==> src/rtl/lvds_link_pkg.sv <==
// Shared LVDS link-layer definitions: K-code bytes, framer FSM states and defaults.
// Used by both the transmit framer and the receive deframer.
package lvds_link_pkg;

  localparam logic [7:0] K_COMMA = 8'hBC;  // K28.5
  localparam logic [7:0] K_SOF   = 8'hFB;  // K27.7
  localparam logic [7:0] K_EOF   = 8'hFD;  // K29.7
  localparam logic [7:0] K_FILL  = 8'h1C;  // K28.0

  localparam int unsigned TRAIN_LEN_DEF = 64;

  typedef enum logic [2:0] {
    ST_TRAIN,
    ST_IDLE,
    ST_SOF,
    ST_DATA,
    ST_CSUM,
    ST_EOF
  } link_state_e;

endpackage

==> src/rtl/lvds_frame_cksum.sv <==
// Per-frame mod-256 payload checksum and byte counter; clear has priority over enable.
module lvds_frame_cksum (
  input  logic       clk,
  input  logic       rst_n,
  input  logic       clr,
  input  logic       en,
  input  logic [7:0] din,
  output logic [7:0] sum,
  output logic [7:0] len
);

  logic [7:0] sum_q, sum_d;
  logic [7:0] len_q, len_d;

  always_comb begin
    sum_d = sum_q;
    len_d = len_q;
    if (clr) begin
      sum_d = '0;
      len_d = '0;
    end else if (en) begin
      sum_d = sum_q + din;
      len_d = len_q + 8'd1;
    end
  end

  always_ff @(posedge clk) begin
    if (!rst_n) begin
      sum_q <= '0;
      len_q <= '0;
    end else begin
      sum_q <= sum_d;
      len_q <= len_d;
    end
  end

  assign sum = sum_q;
  assign len = len_q;

endmodule

==> src/rtl/lvds_tx_framer.sv <==
// LVDS transmit framer: comma training bursts, then SOF/payload/checksum/EOF frames
// with idle commas between them. Every output is registered from the next state.
module lvds_tx_framer
  import lvds_link_pkg::*;
#(
  parameter int unsigned TRAIN_LEN = TRAIN_LEN_DEF,
  parameter int unsigned MAX_LEN   = 255
) (
  input  logic       clk,
  input  logic       rst_n,
  input  logic       train_req,
  input  logic       s_valid,
  input  logic [7:0] s_data,
  input  logic       s_last,
  output logic       s_ready,
  output logic [7:0] tx_data,
  output logic       tx_k,
  output logic       train_busy,
  output logic       frame_trunc
);

  localparam logic [15:0] CNT_LAST = 16'(TRAIN_LEN - 1);
  localparam logic [7:0]  LEN_LAST = 8'(MAX_LEN - 1);

  link_state_e state_q, state_d;
  logic [15:0] cnt_q, cnt_d;
  logic        pend_q, pend_d;
  logic        cut_q, cut_d;
  logic [7:0]  tx_data_q, tx_data_d;
  logic        tx_k_q, tx_k_d;
  logic        s_ready_q, s_ready_d;
  logic        train_busy_q, train_busy_d;
  logic        frame_trunc_q, frame_trunc_d;

  logic        ck_clr, ck_en, take;
  logic [7:0]  sum, len;

  lvds_frame_cksum u_cksum (
    .clk   (clk),
    .rst_n (rst_n),
    .clr   (ck_clr),
    .en    (ck_en),
    .din   (s_data),
    .sum   (sum),
    .len   (len)
  );

  assign take = s_valid && s_ready_q;

  always_comb begin
    state_d = state_q;
    cnt_d   = cnt_q;
    pend_d  = pend_q | train_req;
    cut_d   = cut_q;
    ck_clr  = 1'b0;
    ck_en   = 1'b0;
    s_ready_d = 1'b0;

    case (state_q)
      ST_TRAIN: begin
        pend_d = 1'b0;
        if (train_req) begin
          cnt_d = '0;
        end else if (cnt_q == CNT_LAST) begin
          state_d = ST_IDLE;
          cnt_d   = '0;
        end else begin
          cnt_d = cnt_q + 16'd1;
        end
      end
      ST_IDLE: begin
        if (pend_q || train_req) state_d = ST_TRAIN;
        else if (s_valid)        state_d = ST_SOF;
      end
      // DATA stays one extra cycle with s_ready low to show the final byte.
      ST_SOF, ST_DATA: begin
        if (!s_ready_q) begin
          state_d = ST_CSUM;
        end else begin
          state_d   = ST_DATA;
          s_ready_d = 1'b1;
          if (take) begin
            ck_en = 1'b1;
            if (s_last || len == LEN_LAST) begin
              s_ready_d = 1'b0;
              cut_d     = !s_last;
            end
          end
        end
      end
      ST_CSUM: state_d = ST_EOF;
      ST_EOF:  state_d = (pend_q || train_req) ? ST_TRAIN : ST_IDLE;
      default: state_d = ST_TRAIN;
    endcase

    if (state_d == ST_TRAIN && state_q != ST_TRAIN) begin
      pend_d = 1'b0;
      cnt_d  = '0;
    end
    if (state_d == ST_SOF) begin
      ck_clr    = 1'b1;
      s_ready_d = 1'b1;
      cut_d     = 1'b0;
    end

    tx_data_d     = K_COMMA;
    tx_k_d        = 1'b1;
    frame_trunc_d = 1'b0;
    case (state_d)
      ST_SOF:  tx_data_d = K_SOF;
      ST_DATA: begin
        if (take) begin
          tx_data_d = s_data;
          tx_k_d    = 1'b0;
        end else begin
          tx_data_d = K_FILL;
        end
      end
      ST_CSUM: begin
        tx_data_d     = sum;
        tx_k_d        = 1'b0;
        frame_trunc_d = cut_q;
      end
      ST_EOF:  tx_data_d = K_EOF;
      default: tx_data_d = K_COMMA;
    endcase
    train_busy_d = (state_d == ST_TRAIN);
  end

  always_ff @(posedge clk) begin
    if (!rst_n) begin
      state_q       <= ST_TRAIN;
      cnt_q         <= '0;
      pend_q        <= 1'b0;
      cut_q         <= 1'b0;
      tx_data_q     <= K_COMMA;
      tx_k_q        <= 1'b1;
      s_ready_q     <= 1'b0;
      train_busy_q  <= 1'b1;
      frame_trunc_q <= 1'b0;
    end else begin
      state_q       <= state_d;
      cnt_q         <= cnt_d;
      pend_q        <= pend_d;
      cut_q         <= cut_d;
      tx_data_q     <= tx_data_d;
      tx_k_q        <= tx_k_d;
      s_ready_q     <= s_ready_d;
      train_busy_q  <= train_busy_d;
      frame_trunc_q <= frame_trunc_d;
    end
  end

  assign s_ready     = s_ready_q;
  assign tx_data     = tx_data_q;
  assign tx_k        = tx_k_q;
  assign train_busy  = train_busy_q;
  assign frame_trunc = frame_trunc_q;

endmodule

==> config.mk <==
export PLATFORM = sky130hd
export DESIGN_NAME = lvds_tx_framer
export DESIGN_NICKNAME = d
export VERILOG_FILES = /design/src/rtl/lvds_link_pkg.sv /design/src/rtl/lvds_frame_cksum.sv /design/src/rtl/lvds_tx_framer.sv
export SDC_FILE = /design/constraint.sdc
export NUM_CORES = 1
export LEC_CHECK = 0
export BUFFER_PORTS_ARGS = -buffer_cell sky130_fd_sc_hd__buf_2
export CAP_MARGIN = 20
export CORE_MARGIN = 1.5
export CORE_UTILIZATION = 53
export CTS_CLUSTER_DIAMETER = 80
export DETAILED_ROUTE_END_ITERATION = 10
export PLACE_DENSITY = 0.76
export SLEW_MARGIN = 25
export SYNTH_ARGS = -nofsm -noshare
export SYNTH_HDL_FRONTEND = slang
export SYNTH_SLANG_ARGS = --single-unit
==> constraint.sdc <==
create_clock -name clk -period 1.9 [get_ports clk]
set_clock_uncertainty 0.2 [all_clocks]
set_input_delay 0.095 -clock clk [delete_from_list [all_inputs] [get_ports clk]]
set_output_delay 0.095 -clock clk [all_outputs]
set_load 0.01 [all_outputs]
==> impl_metrics.ini, run 1 <==
[logic_synthesis]
synthArstFlopShare = 0
yosys.area_share.simple = 0.277
synth.top_cells.by_area = dfxtp_1 (39%), ha_1 (4.9%), nand2_1 (4.3%)
syn_area_um2 = 2530
synth.avg_cell_area_um2 = 8.54
synth_ff_type = dfxtp_1
synth_cells = 296
synth-seq-cells = 49
synth_mux_area_frac = 0.0119
yosysMostFrequentCell = dfxtp_1
yosysWarnings = 0
synth_edf_count = 0
synth_top_cell_by_area = dfxtp_1
ys_types = 52
yosys-top-cells-count = dfxtp_1 (49), nand2_1 (29), nor2_1 (25), a21oi_1 (18), nand3_1 (16)
synth_xor_area_frac = 0.0520
syn_nets = 320
ys_seq_area_frac = 0.388
synth_top_family_by_area = simple AND/OR/NAND/NOR gates
synth_fa_ha_area_frac = 0.0574
synth.top_cell.area_share = 0.388
synth_compound_gate_area_share = 0.173

[timing]
finalWorstSetupSlack_ns = -0.0945
hold_slack_ns = 0.0497
tightest_slew_ns = 0.405
final_hold_viol_count = 0
setup_tns_ns = -0.920
max_freq_mhz = 501
slew_violations = 0
max-slew-margin-rel = 0.728
fin_crit_ns = 1.99
finalCritPeriodShare = 1.05
setup_violations = 19
rsz0062_at_grt = yes

[clock_network]
cts_root_buf = clkbuf_8
h-tree-depth = 2
clock-sinks = 49
clk_pin_slew_ns = 0.09
clk_path_buf_depth = 2
cts_tree = built
cts_inserted_buffers = 5
clk_latency_ns = 0.31

[placement]
place_area_um2 = 3020
place_ws_ns = -0.0838
io_buffers = 24
gp_congestion = 0.898
dp_cells = 407
dp_hpwl_um = 4280

[power]
power.leakage_nw = 1.35
switching_share = 0.210
totalPowerFinal_mw = 2.05
ir_drop_v = 0.000379
pwr-share-clk = 0.429
p_int_mw = 1.62
p_seq_frac = 0.501
pwr-share-comb = 0.070
powerDensity_nw_per_um2 = 584
p_switching_uw = 431

[critical_path]
timing.rr.start = cnt_q[9]
crit_arrival_ns = 2.00
start_kind = flip-flop
crit_start = cnt_q[9]
end_kind = flip-flop
cp_max_fo = 6
critical_path_class = flip-flop to flip-flop
required_ns = 1.90

[routing]
drtIter0Drc = 238
vias = 2525
drc = 0
via_per_inst = 5.86
first_pass_iters = 4
wl_per_cell_um = 16.3
drt_wl_total_um = 7040
detail-route-antenna-nets = 0

[final_layout]
final_area_um2 = 3510
area_growth_pct = 38.7
multiInputGateArea_um2 = 1640
drive_above_1_share = 0.327
fin_nets = 402
regArea_um2 = 996
fill_cells = 269
final_util = 0.784
antennaDiodeCount = 0
layout.cells.non_filler = 431

[grt]
overflow = 0
grt_pass1_vias = 2417
grt_pass1_wl_um = 11000
grtUsageTotal = 0.267
antenna_found_initial = 0
grt_start_max_net_pins = 22

[floorplanning]
die_w_um = 72.1
initial_core_util = 0.565
io_pins = 25
core_area_um2 = 4470
die_height_um = 72.1
fp.dieArea_um2 = 5190
fp-row-count = 24

[worst_hold_path]
hold_start = s_data[5]
hold_path_class = input port to flip-flop

[outcome]
violations = negative setup slack
status = complete, but fails checks

[job]
max-cap-violations = 0
==> cell type report <==
class	instances	area share
Multi-Input combinational cell	225	0.468
Sequential cell	49	0.284
Timing Repair Buffer	86	0.179
Clock buffer	5	0.0196
Clock inverter	3	0.0185
Tap cell	52	0.0185
Inverter	11	0.0118
==> worst max-delay path, cell delays in order (launching register included) <==
cell and delay (ns):
dfxtp_2 0.34, or4_4 0.54, nor4_4 0.34, a21oi_4 0.15, o21bai_4 0.24, nor2_1 0.08
==> path summary, 6_finish.rpt <==
check / endpoint / slack [ns] / cells after the start
max: cnt_q[10] / -0.09 / 5
min: u_cksum.sum[6] / 0.05 / 4
max reg2reg: cnt_q[10] / -0.09 / 5
min reg2reg: u_cksum.len[0] / 0.30 / 2
==> state kept, by name, indices dropped and copies added, names as in the netlist <==
signal       count
state_q          3
u_cksum.sum      8
tx_k             1
tx_data          8
cut_q            1
train_busy       1
cnt_q           16
s_ready          1
pend_q           1
u_cksum.len      8
frame_trunc      1
==> power by group through the flow <==
stage | registers, mW | logic (mW) | clock network [mW]
2_1_floorplan | 1.05 | 0.0494 | 0
3_3_place_gp | 1.05 | 0.0935 | 0
3_5_place_dp | 1.05 | 0.0944 | 0
4_1_cts | 1.03 | 0.124 | 0.890
5_1_grt | 1.03 | 0.154 | 0.936
6_report | 1.03 | 0.144 | 0.880
==> metal layers <==
metal | global-route usage | vias to the layer above | wire (µm)
met1 | 0.353 | 1196 | 3170
met5 | 0 | - | 0
li1 | - | 1235 | -
met4 | 0.0881 | 0 | 180
met3 | 0.0542 | 18 | 280
met2 | 0.439 | 76 | 3410
==> cell usage in the layout (no fill, tap or decap), types with 4 or more instances in the layout <==
master,synthesis,final
ha_4,0,5
nand3_1,16,15
nor3_1,7,5
nand2_1,29,29
buf_2,8,23
xor2_1,8,8
or3_1,4,4
xnor2_1,7,7
nand4_1,10,10
and3_1,4,4
dlygate4sd3_1,0,11
clkbuf_8,0,5
a21oi_1,18,15
dfxtp_1,49,41
nor2b_1,9,8
nor2_1,25,23
o21a_1,4,4
dfxtp_2,0,6
inv_1,11,10
buf_4,0,49
o21ai_0,14,10
ha_1,10,5
==> what timing repair did <==
item | CTS | global route
cloned | 1 | 0
buffers inserted | 0 | 5
hold endpoints to repair | 16 | 0
hold buffers | 11 | 0
gates resized for setup | 20 | 29
pin swaps | 20 | 15
endpoints found under the setup margin | 18 | 22
==> logic make-up after synthesis <==
kind of cell,after synthesis
flops,49
xor+xnor,15
compound gates,65
fa+ha+maj,11
mux,3
simple gates,130
buf+inv,23
Power figures use the tool's default switching activity.
==> run 2, diff against run 1 <==
CELL_PAD_IN_SITES_DETAIL_PLACEMENT = 0   (was default)
CELL_PAD_IN_SITES_GLOBAL_PLACEMENT = 1   (was default)
CORE_UTILIZATION = 40   (was 53)
PLACE_DENSITY = default   (was 0.76)
PLACE_DENSITY_LB_ADDON = 0.1   (was default)
==> run 2 against run 1 <==
Compared with the run above:
- the flow still finishes with violations (negative setup slack)
- sequential power about the same
- clock power is 12% lower
- via count down 5.7%
- maximum frequency grew 0.26%
- count of clock-buffer cells in the layout stayed put
- wire length is 8.9% lower
- first-iteration DRC count decreased by 50%
- cell area fell by 1.1%
- core utilization down 21 points
- non-clock buffer count down 2
- total power down 5.2%
==> impl_metrics.ini, run 2 (synthesized netlist as in run 1, its figures left out) <==
[critical_path]
end_kind = flip-flop
crit_arrival_ns = 2.00
rr_endpoint = cnt_q[9]
critPathMaxStageDelay_ns = 0.54
required_ns = 1.91
cp_max_fo = 11
r2r_cells = 6
start_kind = flip-flop
crit_cells = 6
rrSetupSlack_ns = -0.09
crit_buf_inv = 1
critical_path_class = flip-flop to flip-flop
crit_path_top_delay_cell = or4_4
critical-path-top-delay-family = simple AND/OR/NAND/NOR gates
crit_end = cnt_q[9]
cp_cell_sequence = or4_4 > nor4_4 > a21oi_4 > o21bai_4 > buf_12 > nor2_1
timing.rr.start = cnt_q[9]
crit_start = cnt_q[9]

[outcome]
status = complete, but fails checks
violations = negative setup slack

[grt]
grt_pass1_vias = 2190
grt_pass1_wl_um = 10500
overflow = 0
antenna_found_initial = 0
grt_start_max_net_pins = 17
grtUsageTotal = 0.202

[timing]
slew_violations = 0
tightest_slew_ns = 0.390
setup_violations = 13
final_hold_viol_count = 0
max_freq_mhz = 503
setup_tns_ns = -0.927
fin_crit_ns = 1.99
finalWorstSetupSlack_ns = -0.0893
rsz0062_at_grt = yes
finalCritPeriodShare = 1.05
max-slew-margin-rel = 0.740
hold_slack_ns = 0.00625

[power]
power.leakage_nw = 1.32
pwr-share-clk = 0.399
p_switching_uw = 452
pwr-share-comb = 0.070
p_int_mw = 1.49
totalPowerFinal_mw = 1.94
ir_drop_v = 0.000315
switching_share = 0.232
powerDensity_nw_per_um2 = 560
p_seq_frac = 0.530

[routing]
drtIter0Drc = 119
wl_per_cell_um = 14.2
detail-route-antenna-nets = 0
first_pass_iters = 4
vias = 2382
via_per_inst = 5.28
drc = 0
drt_wl_total_um = 6410

[clock_network]
clk_pin_slew_ns = 0.10
cts_inserted_buffers = 5
clock-sinks = 49
h-tree-depth = 2
clk_latency_ns = 0.31
cts_tree = built
clk_path_buf_depth = 2
cts_root_buf = clkbuf_8

[worst_hold_path]
hold_start = s_data[2]
hold_path_class = input port to flip-flop

[final_layout]
regArea_um2 = 988
area_growth_pct = 37.3
multiInputGateArea_um2 = 1600
final_common_cell = buf_4
mostFrequentLayoutCells = buf_4 (44), dfxtp_1 (43), nand2_1 (29)
antennaDiodeCount = 0
fin_nets = 399
drive_above_1_share = 0.295
fill_cells = 580
largest_reg_flops = 16
top_register = cnt_q
layout.cells.non_filler = 451
final_area_um2 = 3470

[placement]
place_area_um2 = 3020
dp_hpwl_um = 4440
io_buffers = 24
gp_congestion = 0.799
dp_cells = 428

[floorplanning]
die_w_um = 82.5
core_area_um2 = 6030
io_pins = 25
die_height_um = 82.5
fp-row-count = 28
fp.dieArea_um2 = 6810
initial_core_util = 0.420

[job]
max-cap-violations = 0
==> run 2: worst min-delay path by stage <==
stage                      end  slack [ns]  cells past startpoint
detailed placement       cut_q         0.1                      2
global placement         cut_q         0.1                      2
CTS                     pend_q       0.005                      2
floorplan                cut_q      -0.008                      1
finish              tx_data[2]       0.006                      4
global route        tx_data[2]        0.01                      4
==> run 2: worst reg2reg max path: cells and delay by family (launching register included) <==
kind                   cells  cell delay (ns)
AND/OR/NAND/NOR            3             0.91
AO/OA/AOI/OAI              2             0.31
buffers and inverters      1             0.14
flip-flops                 1             0.33
==> run 2: metal layers <==
metal | vias to the layer above | routed length, µm | part of all wire | global-route usage
met4 | 0 | 59 | 0.0092 | 0.0450
li1 | 1219 | - | - | -
met3 | 6 | 179 | 0.028 | 0.0363
met5 | - | 0 | 0 | 0
met1 | 1126 | 3400 | 0.53 | 0.295
met2 | 31 | 2770 | 0.43 | 0.307
==> run 2: through the flow <==
step | util | worst slack, ns
final | 0.576 | -0.0893
after detailed placement | 0.501 | -0.0953
after floorplan | - | 0.00854
after global placement | 0.501 | -0.0656
after CTS | 0.555 | -0.0702
after global routing | 0.576 | -0.153
==> run 2: final cells by class <==
| cell class | count | share of cell area |
|---|---|---|
| Clock inverter | 3 | 0.0133 |
| Multi-Input combinational cell | 224 | 0.462 |
| Timing Repair Buffer | 84 | 0.181 |
| Sequential cell | 49 | 0.285 |
| Inverter | 11 | 0.0119 |
| Tap cell | 75 | 0.0270 |
| Clock buffer | 5 | 0.0198 |
==> run 2: power groups by stage <==
stage | clock, mW | combinational [mW] | sequential (mW)
2_1_floorplan | 0 | 0.0494 | 1.05
3_5_place_dp | 0 | 0.0895 | 1.06
4_1_cts | 0.798 | 0.118 | 1.03
3_3_place_gp | 0 | 0.0900 | 1.06
5_1_grt | 0.832 | 0.150 | 1.03
6_report | 0.776 | 0.137 | 1.03
==> run 2: timing repair <==
item	in CTS	in global routing
hold buffers	13	0
gates resized for setup	14	27
cloned	0	0
buffers inserted	1	3
hold endpoints to repair	17	0
endpoints found under the setup margin	17	32
pin swaps	5	11
==> run 3, diff against run 2 <==
SKIP_CTS_REPAIR_TIMING = 1   (was default)
==> run 3 against run 2 <==
Compared with the run above:
- the flow finishes with violations (negative hold slack, negative setup slack)
- total power fell by 1.5%
- sequential cell count did not move
- sequential power barely moved
- die area did not move
- via count fell by 1.1%
- non-clock buffer count fell by 5
- largest power group unchanged
==> impl_metrics.ini, run 3 (synthesized netlist as in run 1, its figures left out) <==
[placement]
io_buffers = 24
gp_congestion = 0.799
dp_cells = 428
dp_hpwl_um = 4440

[routing]
wl_per_cell_um = 13.9
drtIter0Drc = 141
drt_wl_total_um = 6190
drc = 0
first_pass_iters = 4
detail-route-antenna-nets = 0
via_per_inst = 5.28
vias = 2355

[worst_hold_path]
holdPathStages = 2
min_to = tx_k
hold_path_class = input port to flip-flop
hold_start = s_valid

[critical_path]
timing.rr.start = cnt_q[9]
cp_max_fo = 11
rrSetupSlack_ns = -0.07
crit_arrival_ns = 1.98
r2r_cells = 6
critPathMaxStageDelay_ns = 0.54
critical-path-top-delay-family = simple AND/OR/NAND/NOR gates
required_ns = 1.90
crit_buf_inv = 1
crit_path_top_delay_cell = or4_4
end_kind = flip-flop
start_kind = flip-flop
cp_cell_sequence = or4_4 > nor4_4 > a21oi_2 > o21bai_4 > buf_12 > nor2_1
critical_path_class = flip-flop to flip-flop
rr_endpoint = cnt_q[9]

[floorplanning]
die_height_um = 82.5
initial_core_util = 0.420
fp.dieArea_um2 = 6810
fp-row-count = 28
die_w_um = 82.5
core_area_um2 = 6030
io_pins = 25

[final_layout]
final_common_cell = dfxtp_1
drive_above_1_share = 0.280
layout.cells.non_filler = 446
fill_cells = 587
antennaDiodeCount = 0
multiInputGateArea_um2 = 1560
fin_nets = 394
top_register = cnt_q
area_growth_pct = 33.1
regArea_um2 = 985
mostFrequentLayoutCells = dfxtp_1 (46), buf_4 (44), nand2_1 (29)
largest_reg_flops = 16

[grt]
overflow = 0
grtUsageTotal = 0.193
grt_pass1_vias = 2070
grt_start_max_net_pins = 17
antenna_found_initial = 0
grt_pass1_wl_um = 10100

[clock_network]
cts_inserted_buffers = 5
cts_tree = built
cts_root_buf = clkbuf_8
clk_latency_ns = 0.31
clk_path_buf_depth = 2
clk_pin_slew_ns = 0.09
h-tree-depth = 2
clock-sinks = 49

[outcome]
status = complete, but fails checks
violations = negative hold slack, negative setup slack

[timing]
fin_crit_ns = 1.97
setup_violations = 12
max-slew-margin-rel = 0.724
final_hold_viol_count = 5
finalWorstSetupSlack_ns = -0.0749
rsz0062_at_grt = yes
slew_violations = 0
tightest_slew_ns = 0.410
max_freq_mhz = 506
finalCritPeriodShare = 1.04
hold_slack_ns = -0.0474

[power]
powerDensity_nw_per_um2 = 569
totalPowerFinal_mw = 1.92
power.leakage_nw = 1.29
ir_drop_v = 0.000312

[job]
max-cap-violations = 0
run 3: metrics by stage:
stage | setup WS (ns) | utilization | hold WS (ns) | TNS [ns] | instance area, µm²
finish | -0.0749 | 0.559 | -0.0474 | -0.760 | 3370
global placement | -0.0656 | 0.501 | 0.0991 | -0.356 | 3020
CTS | -0.108 | 0.520 | -0.237 | -1.29 | 3130
floorplan | 0.00854 | - | -0.00839 | 0 | 2530
detailed placement | -0.0953 | 0.501 | 0.0991 | -1.04 | 3020
global route | -0.143 | 0.559 | 0.000920 | -1.77 | 3370
run 3: metal layers:
metal  global-route usage  up-vias  part of all wire  routed length, µm
li1                     -     1212                 -                  -
met5                    0        -                 0                  0
met1                0.295     1103              0.53               3300
met3               0.0374        6             0.030                187
met4               0.0450        0            0.0095                 59
met2                0.276       34              0.43               2640
run 3: how the worst max path moves through the flow:
stage	cells after the start	slack, ns	start	end
5_1_grt	6	-0.14	cnt_q[9]	cnt_q[9]
2_1_floorplan	8	0.009	u_cksum.sum[0]	u_cksum.sum[6]
3_5_place_dp	5	-0.1	cnt_q[9]	cnt_q[4]
6_report	6	-0.07	cnt_q[9]	cnt_q[9]
3_3_place_gp	8	-0.07	u_cksum.sum[1]	u_cksum.sum[7]
4_1_cts	5	-0.11	cnt_q[9]	cnt_q[9]
run 3: power breakdown:
part | leakage [nW] | switching [mW] | internal [mW] | total (mW)
Combinational | 0.840 | 0.0619 | 0.0579 | 0.120
Clock | 0.0543 | 0.370 | 0.394 | 0.764
Sequential | 0.397 | 0.00289 | 1.03 | 1.03
Total | 1.29 | 0.435 | 1.48 | 1.92
run 3: final cells by class:
cell class / instances / area share
Clock buffer: 5 / 0.0204
Clock inverter: 3 / 0.0138
Inverter: 11 / 0.0123
Multi-Input combinational cell: 224 / 0.463
Sequential cell: 49 / 0.293
Tap cell: 75 / 0.0279
Timing Repair Buffer: 79 / 0.170
